==> config.mk <==
export PLATFORM = sky130hd
export DESIGN_NAME = nes_pad_reader
export DESIGN_NICKNAME = d
export VERILOG_FILES = /design/src/rtl/nes_pad_reader.sv
export SDC_FILE = /design/constraint.sdc
export NUM_CORES = 1
export LEC_CHECK = 0
export CORE_ASPECT_RATIO = 1.75
export CORE_UTILIZATION = 52
export DETAILED_ROUTE_END_ITERATION = 10
export PLACE_DENSITY = 0.72
export SLEW_MARGIN = 20
export SYNTH_ARGS = -nofsm -noshare
export SYNTH_HDL_FRONTEND = slang
export SYNTH_SLANG_ARGS = --single-unit
==> constraint.sdc <==
create_clock -name clk -period 6.5 [get_ports clk]
set_clock_uncertainty 0.05 [all_clocks]
set_input_delay 0.65 -clock clk [delete_from_list [all_inputs] [get_ports clk]]
set_output_delay 0.65 -clock clk [all_outputs]
set_load 0.1 [all_outputs]
==> src/rtl/nes_pad_reader.sv <==
// NES controller poller: drives latch/pulse on a fixed poll interval, shifts in the
// eight active-low button bits and publishes held state plus one-cycle press strobes.
module nes_pad_reader #(
  parameter int HALF_PERIOD = 300,
  parameter int POLL_CYCLES = 833333,
  parameter int CNT_W       = 20
) (
  input  logic       clk,
  input  logic       rst_n,
  input  logic       pad_data,
  output logic       pad_latch,
  output logic       pad_pulse,
  output logic [7:0] buttons,
  output logic       btn_valid,
  output logic [7:0] btn_pressed
);

  localparam int PH_W = $clog2(2 * HALF_PERIOD);
  localparam logic [PH_W-1:0]  LATCH_LAST = PH_W'(2 * HALF_PERIOD - 1);
  localparam logic [PH_W-1:0]  HALF_LAST  = PH_W'(HALF_PERIOD - 1);
  localparam logic [CNT_W-1:0] CNT_LAST   = CNT_W'(POLL_CYCLES - 1);

  typedef enum logic [2:0] {
    ST_IDLE  = 3'd0,
    ST_LATCH = 3'd1,
    ST_LOW   = 3'd2,
    ST_PULSE = 3'd3,
    ST_DONE  = 3'd4
  } state_e;

  state_e           state_q;
  logic [PH_W-1:0]  ph_q;
  logic [2:0]       bit_idx_q;
  logic [7:0]       shift_q;
  logic [CNT_W-1:0] cnt_q;
  logic [CNT_W-1:0] cnt_d;
  logic             sync1_q;
  logic             sync2_q;
  logic             latch_q;
  logic             pulse_q;
  logic [7:0]       buttons_q;
  logic             valid_q;
  logic [7:0]       pressed_q;
  logic             poll_tick_s;

  assign pad_latch   = latch_q;
  assign pad_pulse   = pulse_q;
  assign buttons     = buttons_q;
  assign btn_valid   = valid_q;
  assign btn_pressed = pressed_q;

  // Free-running poll counter next state; wraps after the last count.
  always_comb begin
    poll_tick_s = (cnt_q == CNT_LAST);
    if (poll_tick_s) begin
      cnt_d = '0;
    end else begin
      cnt_d = cnt_q + CNT_W'(1);
    end
  end

  // Poll counter and pad_data synchroniser (idle level is released/high).
  always_ff @(posedge clk or negedge rst_n) begin
    if (!rst_n) begin
      cnt_q   <= '0;
      sync1_q <= 1'b1;
      sync2_q <= 1'b1;
    end else begin
      cnt_q   <= cnt_d;
      sync1_q <= pad_data;
      sync2_q <= sync1_q;
    end
  end

  // Read-frame sequencer with registered pad strobes and button outputs.
  always_ff @(posedge clk or negedge rst_n) begin
    if (!rst_n) begin
      state_q   <= ST_IDLE;
      ph_q      <= '0;
      bit_idx_q <= 3'd0;
      shift_q   <= 8'h00;
      latch_q   <= 1'b0;
      pulse_q   <= 1'b0;
      buttons_q <= 8'h00;
      valid_q   <= 1'b0;
      pressed_q <= 8'h00;
    end else begin
      valid_q   <= 1'b0;
      pressed_q <= 8'h00;
      case (state_q)
        ST_IDLE: begin
          latch_q <= 1'b0;
          pulse_q <= 1'b0;
          if (poll_tick_s) begin
            state_q   <= ST_LATCH;
            ph_q      <= '0;
            bit_idx_q <= 3'd0;
            latch_q   <= 1'b1;
          end
        end
        ST_LATCH: begin
          if (ph_q == LATCH_LAST) begin
            state_q <= ST_LOW;
            ph_q    <= '0;
            latch_q <= 1'b0;
          end else begin
            ph_q <= ph_q + PH_W'(1);
          end
        end
        ST_LOW: begin
          if (ph_q == HALF_LAST) begin
            // Sample at the end of the low phase, furthest from the pad's shift edge.
            shift_q[bit_idx_q] <= ~sync2_q;
            ph_q <= '0;
            if (bit_idx_q == 3'd7) begin
              state_q <= ST_DONE;
            end else begin
              state_q <= ST_PULSE;
              pulse_q <= 1'b1;
            end
          end else begin
            ph_q <= ph_q + PH_W'(1);
          end
        end
        ST_PULSE: begin
          if (ph_q == HALF_LAST) begin
            state_q   <= ST_LOW;
            ph_q      <= '0;
            pulse_q   <= 1'b0;
            bit_idx_q <= bit_idx_q + 3'd1;
          end else begin
            ph_q <= ph_q + PH_W'(1);
          end
        end
        ST_DONE: begin
          buttons_q <= shift_q;
          pressed_q <= shift_q & ~buttons_q;
          valid_q   <= 1'b1;
          state_q   <= ST_IDLE;
        end
        default: begin
          state_q <= ST_IDLE;
          ph_q    <= '0;
          latch_q <= 1'b0;
          pulse_q <= 1'b0;
        end
      endcase
    end
  end

endmodule

==> results of run 1 <==
[placed cells by master (no fill, tap or decap), drive strengths merged, types with 2 or more instances in the layout]
cell / count
o22ai: 5
mux2i: 8
xor2: 10
inv: 20
clkinv: 3
nor4: 3
a21oi: 3
nor4b: 2
nand3: 10
dfrtp: 63
nand2: 25
ha: 5
nor3: 16
and4: 3
o21ai: 19
nor3b: 6
clkdlybuf4s50: 20
bufinv: 2
nand3b: 3
o31ai: 2
clkbuf: 10
nand4: 10
or3: 2
and3: 7
xnor2: 9
or4: 3
a21o: 7
nor2b: 6
buf: 3
dfstp: 2
nor2: 26
nor4bb: 2
[sequential cells by signal, indices dropped and copies added, names as in the netlist]
| register | count |
|---|---|
| cnt_q | 20 |
| pad_latch | 1 |
| ph_q | 10 |
| btn_valid | 1 |
| sync1_q | 1 |
| buttons | 8 |
| btn_pressed | 8 |
| bit_idx_q | 3 |
| pad_pulse | 1 |
| shift_q | 8 |
| sync2_q | 1 |
| state_q | 3 |
[worst max path at each step]
stage                     slack (ns)     start  cells after the start         end
after floorplan                 4.32  cnt_q[6]                      5     ph_q[2]
after global placement          3.81  cnt_q[6]                      5  state_q[1]
after detailed placement        3.77  cnt_q[6]                      5  state_q[1]
after CTS                       3.76  cnt_q[6]                      5  state_q[1]
after global routing            3.53  cnt_q[6]                      5  state_q[1]
final                           3.79  cnt_q[6]                      5  state_q[1]
[power breakdown]
part           switching [uW]  internal [uW]
clock network             153            214
logic                    7.60           1.22
registers               0.921            406
[per-stage QoR]
| stage | cell area (um2) | std cells | utilization (%) | worst slack [ns] | hold slack [ns] |
|---|---|---|---|---|---|
| 2_1_floorplan | 3010 | 297 | - | 4.32 | 0.295 |
| 3_3_place_gp | 3280 | 385 | 58.7 | 3.81 | 0.298 |
| 3_5_place_dp | 3280 | 385 | 58.7 | 3.77 | 0.297 |
| 4_1_cts | 3490 | 401 | 62.4 | 3.76 | 0.310 |
| 5_1_grt | 3490 | 401 | 62.4 | 3.53 | 0.312 |
| 6_report | 3490 | 401 | 62.4 | 3.79 | 0.308 |
[area by class of cell]
| class | count | area, um2 | area share, % |
|---|---|---|---|
| multi-input cells | 201 | 1260 | 36.1 |
| clock inverters | 6 | 82.6 | 2.37 |
| clock buffers | 10 | 128 | 3.66 |
| well taps | 76 | 95.1 | 2.73 |
| flip-flops and latches | 65 | 1630 | 46.7 |
| inverters | 20 | 75.1 | 2.15 |
| repair buffers | 23 | 220 | 6.32 |
[per-layer routing]
layer	wire (um)	track usage [%]	vias to the layer above
li1	-	-	1082
met1	2300	23.7	1081
met2	3020	36.3	35
met3	193	6.27	15
met4	153	10.6	0
met5	0	0	-
[cells by family after synthesis]
family	count (synthesis)	synth area share (%)
buf+inv	31	3.95
compound gates	42	8.95
mux	8	2.66
flops	65	54.2
simple gates	127	22.6
fa+ha+maj	5	2.08
xor+xnor	19	5.54
[cells in the mapped netlist, drive strengths merged]
cell / count / share of area (%)
o22ai: 5 / 1.0
a22oi: 1 / 0.25
nor2b: 6 / 1.2
and4: 3 / 0.87
nor2: 26 / 3.2
xnor2: 9 / 2.6
nand4: 10 / 2.1
o21bai: 1 / 0.25
o32ai: 1 / 0.29
xor2: 10 / 2.9
nor4: 3 / 0.62
or3: 2 / 0.42
o31ai: 2 / 0.96
or4b: 1 / 0.33
buf: 3 / 0.46
nor4b: 2 / 0.58
or4: 3 / 0.87
nor4bb: 2 / 0.67
and3: 7 / 1.5
ha: 5 / 2.1
inv: 20 / 2.5
and2: 1 / 0.21
dfrtp: 63 / 52
nand2: 25 / 3.1
clkbuf: 8 / 1.0
o21ai: 19 / 3.2
nand4b: 1 / 0.29
nor3: 16 / 2.7
a21o: 7 / 1.7
nand3: 10 / 1.7
mux2i: 8 / 2.7
a31oi: 1 / 0.21
nand3b: 3 / 0.75
a21oi: 3 / 0.50
o211ai: 1 / 0.25
nor3b: 6 / 1.5
dfstp: 2 / 1.7
o2bb2ai: 1 / 0.29
[worst max-delay path, cell delays in order, from the launching register on]
cell and delay (ns):
dfrtp_1 0.43, or4_1 0.53, or4_4 0.54, nor2_1 0.73, o21ai_0 0.20, a21oi_1 0.15
==> impl_metrics.ini, run 1 <==
[run_status]
status = completed

[drt]
drtPass1Iterations = 5
viasPerCell = 5.52
ant_nets = 0
drcViolationCount = 0
wire_per_inst_um = 14.1
dr_total_vias = 2213
drt_wl_total_um = 5660
drt_iter0_drc = 75

[global_routing]
antenna_found_initial = 0
grt_pass1_wl_um = 9600
overflow = 0
grt_pass1_vias = 2147
grt_max_degree = 66
track_usage_pct = 21.3

[critical_path]
critPathCaptureType = flip-flop
rr_worst_depth = 5
r2r-start = cnt_q[6]
worst-endpoint-arrival_ns = 2.93
critPathRequiredTime_ns = 6.72
cp-start-kind = flip-flop
worstPathMaxFanout = 15
crit_type = flip-flop to flip-flop
reg2reg_setup_slack_ns = 3.79
r2r-end = state_q[1]

[pwr]
p_leak_uw = 0.00159
vdd_ir_drop_max_mv = 0.192
power-per-cell-area_nw_per_um2 = 224
total_power_uw = 782

[synth]
yosysSeqAreaShare_pct = 54.2
yosysWarnings = 0
ys_types = 42
syn-num-nets = 305
syn_area_per_cell_um2 = 10.1
synth_seq_cells = 65
syn_area_um2 = 3010
syn_inst = 297

[floorplanning]
fp.dieH_um = 103
rows = 36
fp.dieW_um = 59.5
ioPinCount = 22
dieArea_um2 = 6100
fp.coreArea_um2 = 5590
start_util_pct = 53.8

[clock_network]
clk_latency_ns = 0.35
cts-resized-gates = 0
root_buffer = clkbuf_8
post_cts_buffers = 0
clkTransAtPathRegs_ns = 0.07
cts_buffers = 9
cts_tree = built
cts.path.max_buffers = 2
holdBufCountCts = 0
htreeDepth = 3
clock-sinks = 65

[timing]
post-route-min-period_ns = 2.71
worst_pin_slew_ns = 0.976
finalHoldViolations = 0
drv_slew = 0
rsz0062_at_grt = false
period_share_pct = 41.7
fmax_mhz = 369
maxSlewHeadroom_pct = 34.7
fin_setup_tns_ns = 0
setup-violations-final = 0

[layout]
nNetsFinal = 328
antenna_cells = 0
area_growth_syn_to_layout_pct = 16.0
fillers = 506
drive_gt1_share_pct = 7.08

[place]
io_buffer_count = 21
dpl.hpwl_um = 3960
routabilityCongestion = 0.841

[min_path]
min_from = sync1_q
hold_path_end = sync2_q
hold_path_depth = 0
hp-class = flip-flop to flip-flop

[flow_run]
drv_cap = 0
(Power assumes the default switching activity.)
==> run 2: changes to the inputs <==
==> constraint.sdc (replaced) <==
create_clock -name clk -period 2.8 [get_ports clk]
set_clock_uncertainty 0.05 [all_clocks]
set_input_delay 0.28 -clock clk [delete_from_list [all_inputs] [get_ports clk]]
set_output_delay 0.28 -clock clk [all_outputs]
set_load 0.1 [all_outputs]
==> run 2 against run 1 <==
- cell count up 1.0%
- critical path type unchanged
- combinational power grew to 2.6 times the previous value
- die area is the same
- largest power group unchanged
- sequential cell count unchanged
- design area is essentially flat
- critical path depth is the same
- fmax rose by 13%
- first-iteration DRC count is 69% higher
- total power grew 140%
- non-clock buffer count grew 4
==> impl_metrics.ini, run 2 (synthesis results as in run 1) <==
[run_status]
status = completed

[clock_network]
htreeDepth = 3
clk_latency_ns = 0.35
clkTransAtPathRegs_ns = 0.06
root_buffer = clkbuf_8
holdBufCountCts = 1
clock-sinks = 65
cts.path.max_buffers = 2
cts_tree = built
cts-resized-gates = 0
post_cts_buffers = 0
cts_buffers = 9

[drt]
ant_nets = 0
viasPerCell = 5.47
drt_wl_total_um = 5520
drtPass1Iterations = 4
wire_per_inst_um = 13.6
drcViolationCount = 0
dr_total_vias = 2216
drt_iter0_drc = 127

[layout]
final_util_pct = 62.4
largestRegisters = cnt_q (20), ph_q (10)
antenna_cells = 0
regMostFlops = cnt_q
mostFrequentLayoutCell = dfrtp_1
nNetsFinal = 332
final_cell_mix = 63 x dfrtp_1, 26 x nor2_1, 25 x nand2_1
largest_register_ffs = 20
fin_cells = 405
fillers = 488
fin_area_um2 = 3490
drive_gt1_share_pct = 13.4
area_growth_syn_to_layout_pct = 16.0

[critical_path]
critPathRequiredTime_ns = 2.98
crit_type = flip-flop to flip-flop
reg2reg_setup_slack_ns = 0.40
cp-start-kind = flip-flop
worstPathMaxFanout = 10
critPathCaptureType = flip-flop
rr_worst_depth = 5
r2r-end = ph_q[5]
worstSetupStartpoint = cnt_q[17]
worst-endpoint-arrival_ns = 2.59
r2r-start = cnt_q[17]

[timing]
worst_pin_slew_ns = 0.691
drv_slew = 0
maxSlewHeadroom_pct = 53.8
post-route-min-period_ns = 2.40
fin_setup_tns_ns = 0
period_share_pct = 85.9
rsz0062_at_grt = false
finalHoldViolations = 0
fmax_mhz = 416
setup-violations-final = 0

[floorplanning]
fp.dieW_um = 59.5
ioPinCount = 22
fp.dieH_um = 103
start_util_pct = 53.8
rows = 36
fp.coreArea_um2 = 5590
dieArea_um2 = 6100

[min_path]
min_from = pad_data
hold_path_depth = 1
hold_path_end = sync1_q
hp-class = primary input to flip-flop

[pwr]
vdd_ir_drop_max_mv = 0.258
p_leak_uw = 0.00165
total_power_uw = 1860
power-per-cell-area_nw_per_um2 = 533

[global_routing]
grt_max_degree = 31
overflow = 0
grt_pass1_vias = 2168
track_usage_pct = 21.6
antenna_found_initial = 0
grt_pass1_wl_um = 9720

[place]
postPlaceCellArea_um2 = 3250
place_inst = 388
routabilityCongestion = 0.764
io_buffer_count = 21
dpl.hpwl_um = 3880

[flow_run]
drv_cap = 0
## run 2: area by class of cell
| class | count | area, um2 | share of cell area (%) |
|---|---|---|---|
| Clock buffer | 13 | 159 | 4.56 |
| Tap cell | 76 | 95.1 | 2.73 |
| Multi-Input combinational cell | 201 | 1260 | 36.1 |
| Timing Repair Buffer | 27 | 205 | 5.89 |
| Clock inverter | 3 | 65.1 | 1.87 |
| Sequential cell | 65 | 1630 | 46.7 |
| Inverter | 20 | 75.1 | 2.15 |
## run 2: worst max path at each step
| stage | to | depth (start not counted) |
|---|---|---|
| after floorplan | ph_q[2] | 5 |
| after global placement | ph_q[6] | 5 |
| after detailed placement | ph_q[2] | 5 |
| after CTS | ph_q[5] | 5 |
| after global routing | ph_q[6] | 5 |
| final | ph_q[5] | 5 |
## run 2: critical path: stages (launching register included)
cell and delay [ns]:
dfrtp_1 0.42, or4_1 0.54, or4_4 0.54, o31ai_4 0.39, o21ai_0 0.16, a21o_1 0.20
## run 2: per-layer routing
metal	GRT usage, %	share of wire [%]	wire length (um)	up-vias
li1	-	-	-	1087
met1	25.2	43	2370	1087
met2	36.5	52	2890	29
met3	4.64	2.4	130	13
met4	11.4	2.3	129	0
met5	0	0	0	-
## run 2: through the flow
stage | setup slack (ns) | hold slack, ns
after floorplan | 0.617 | -0.0656
after global placement | 0.442 | 0.197
after detailed placement | 0.437 | 0.200
after CTS | 0.372 | 0.277
after global routing | 0.214 | 0.307
final | 0.396 | 0.285
## run 2: where the power goes
| part | total (uW) | switching (uW) | internal [uW] | leakage (uW) |
|---|---|---|---|---|
| clock | 892 | 343 | 549 | 0.000114 |
| sequential | 944 | 2.13 | 942 | 0.000887 |
| combinational | 22.6 | 17.9 | 4.66 | 0.000654 |
| total | 1860 | 363 | 1500 | 0.00165 |
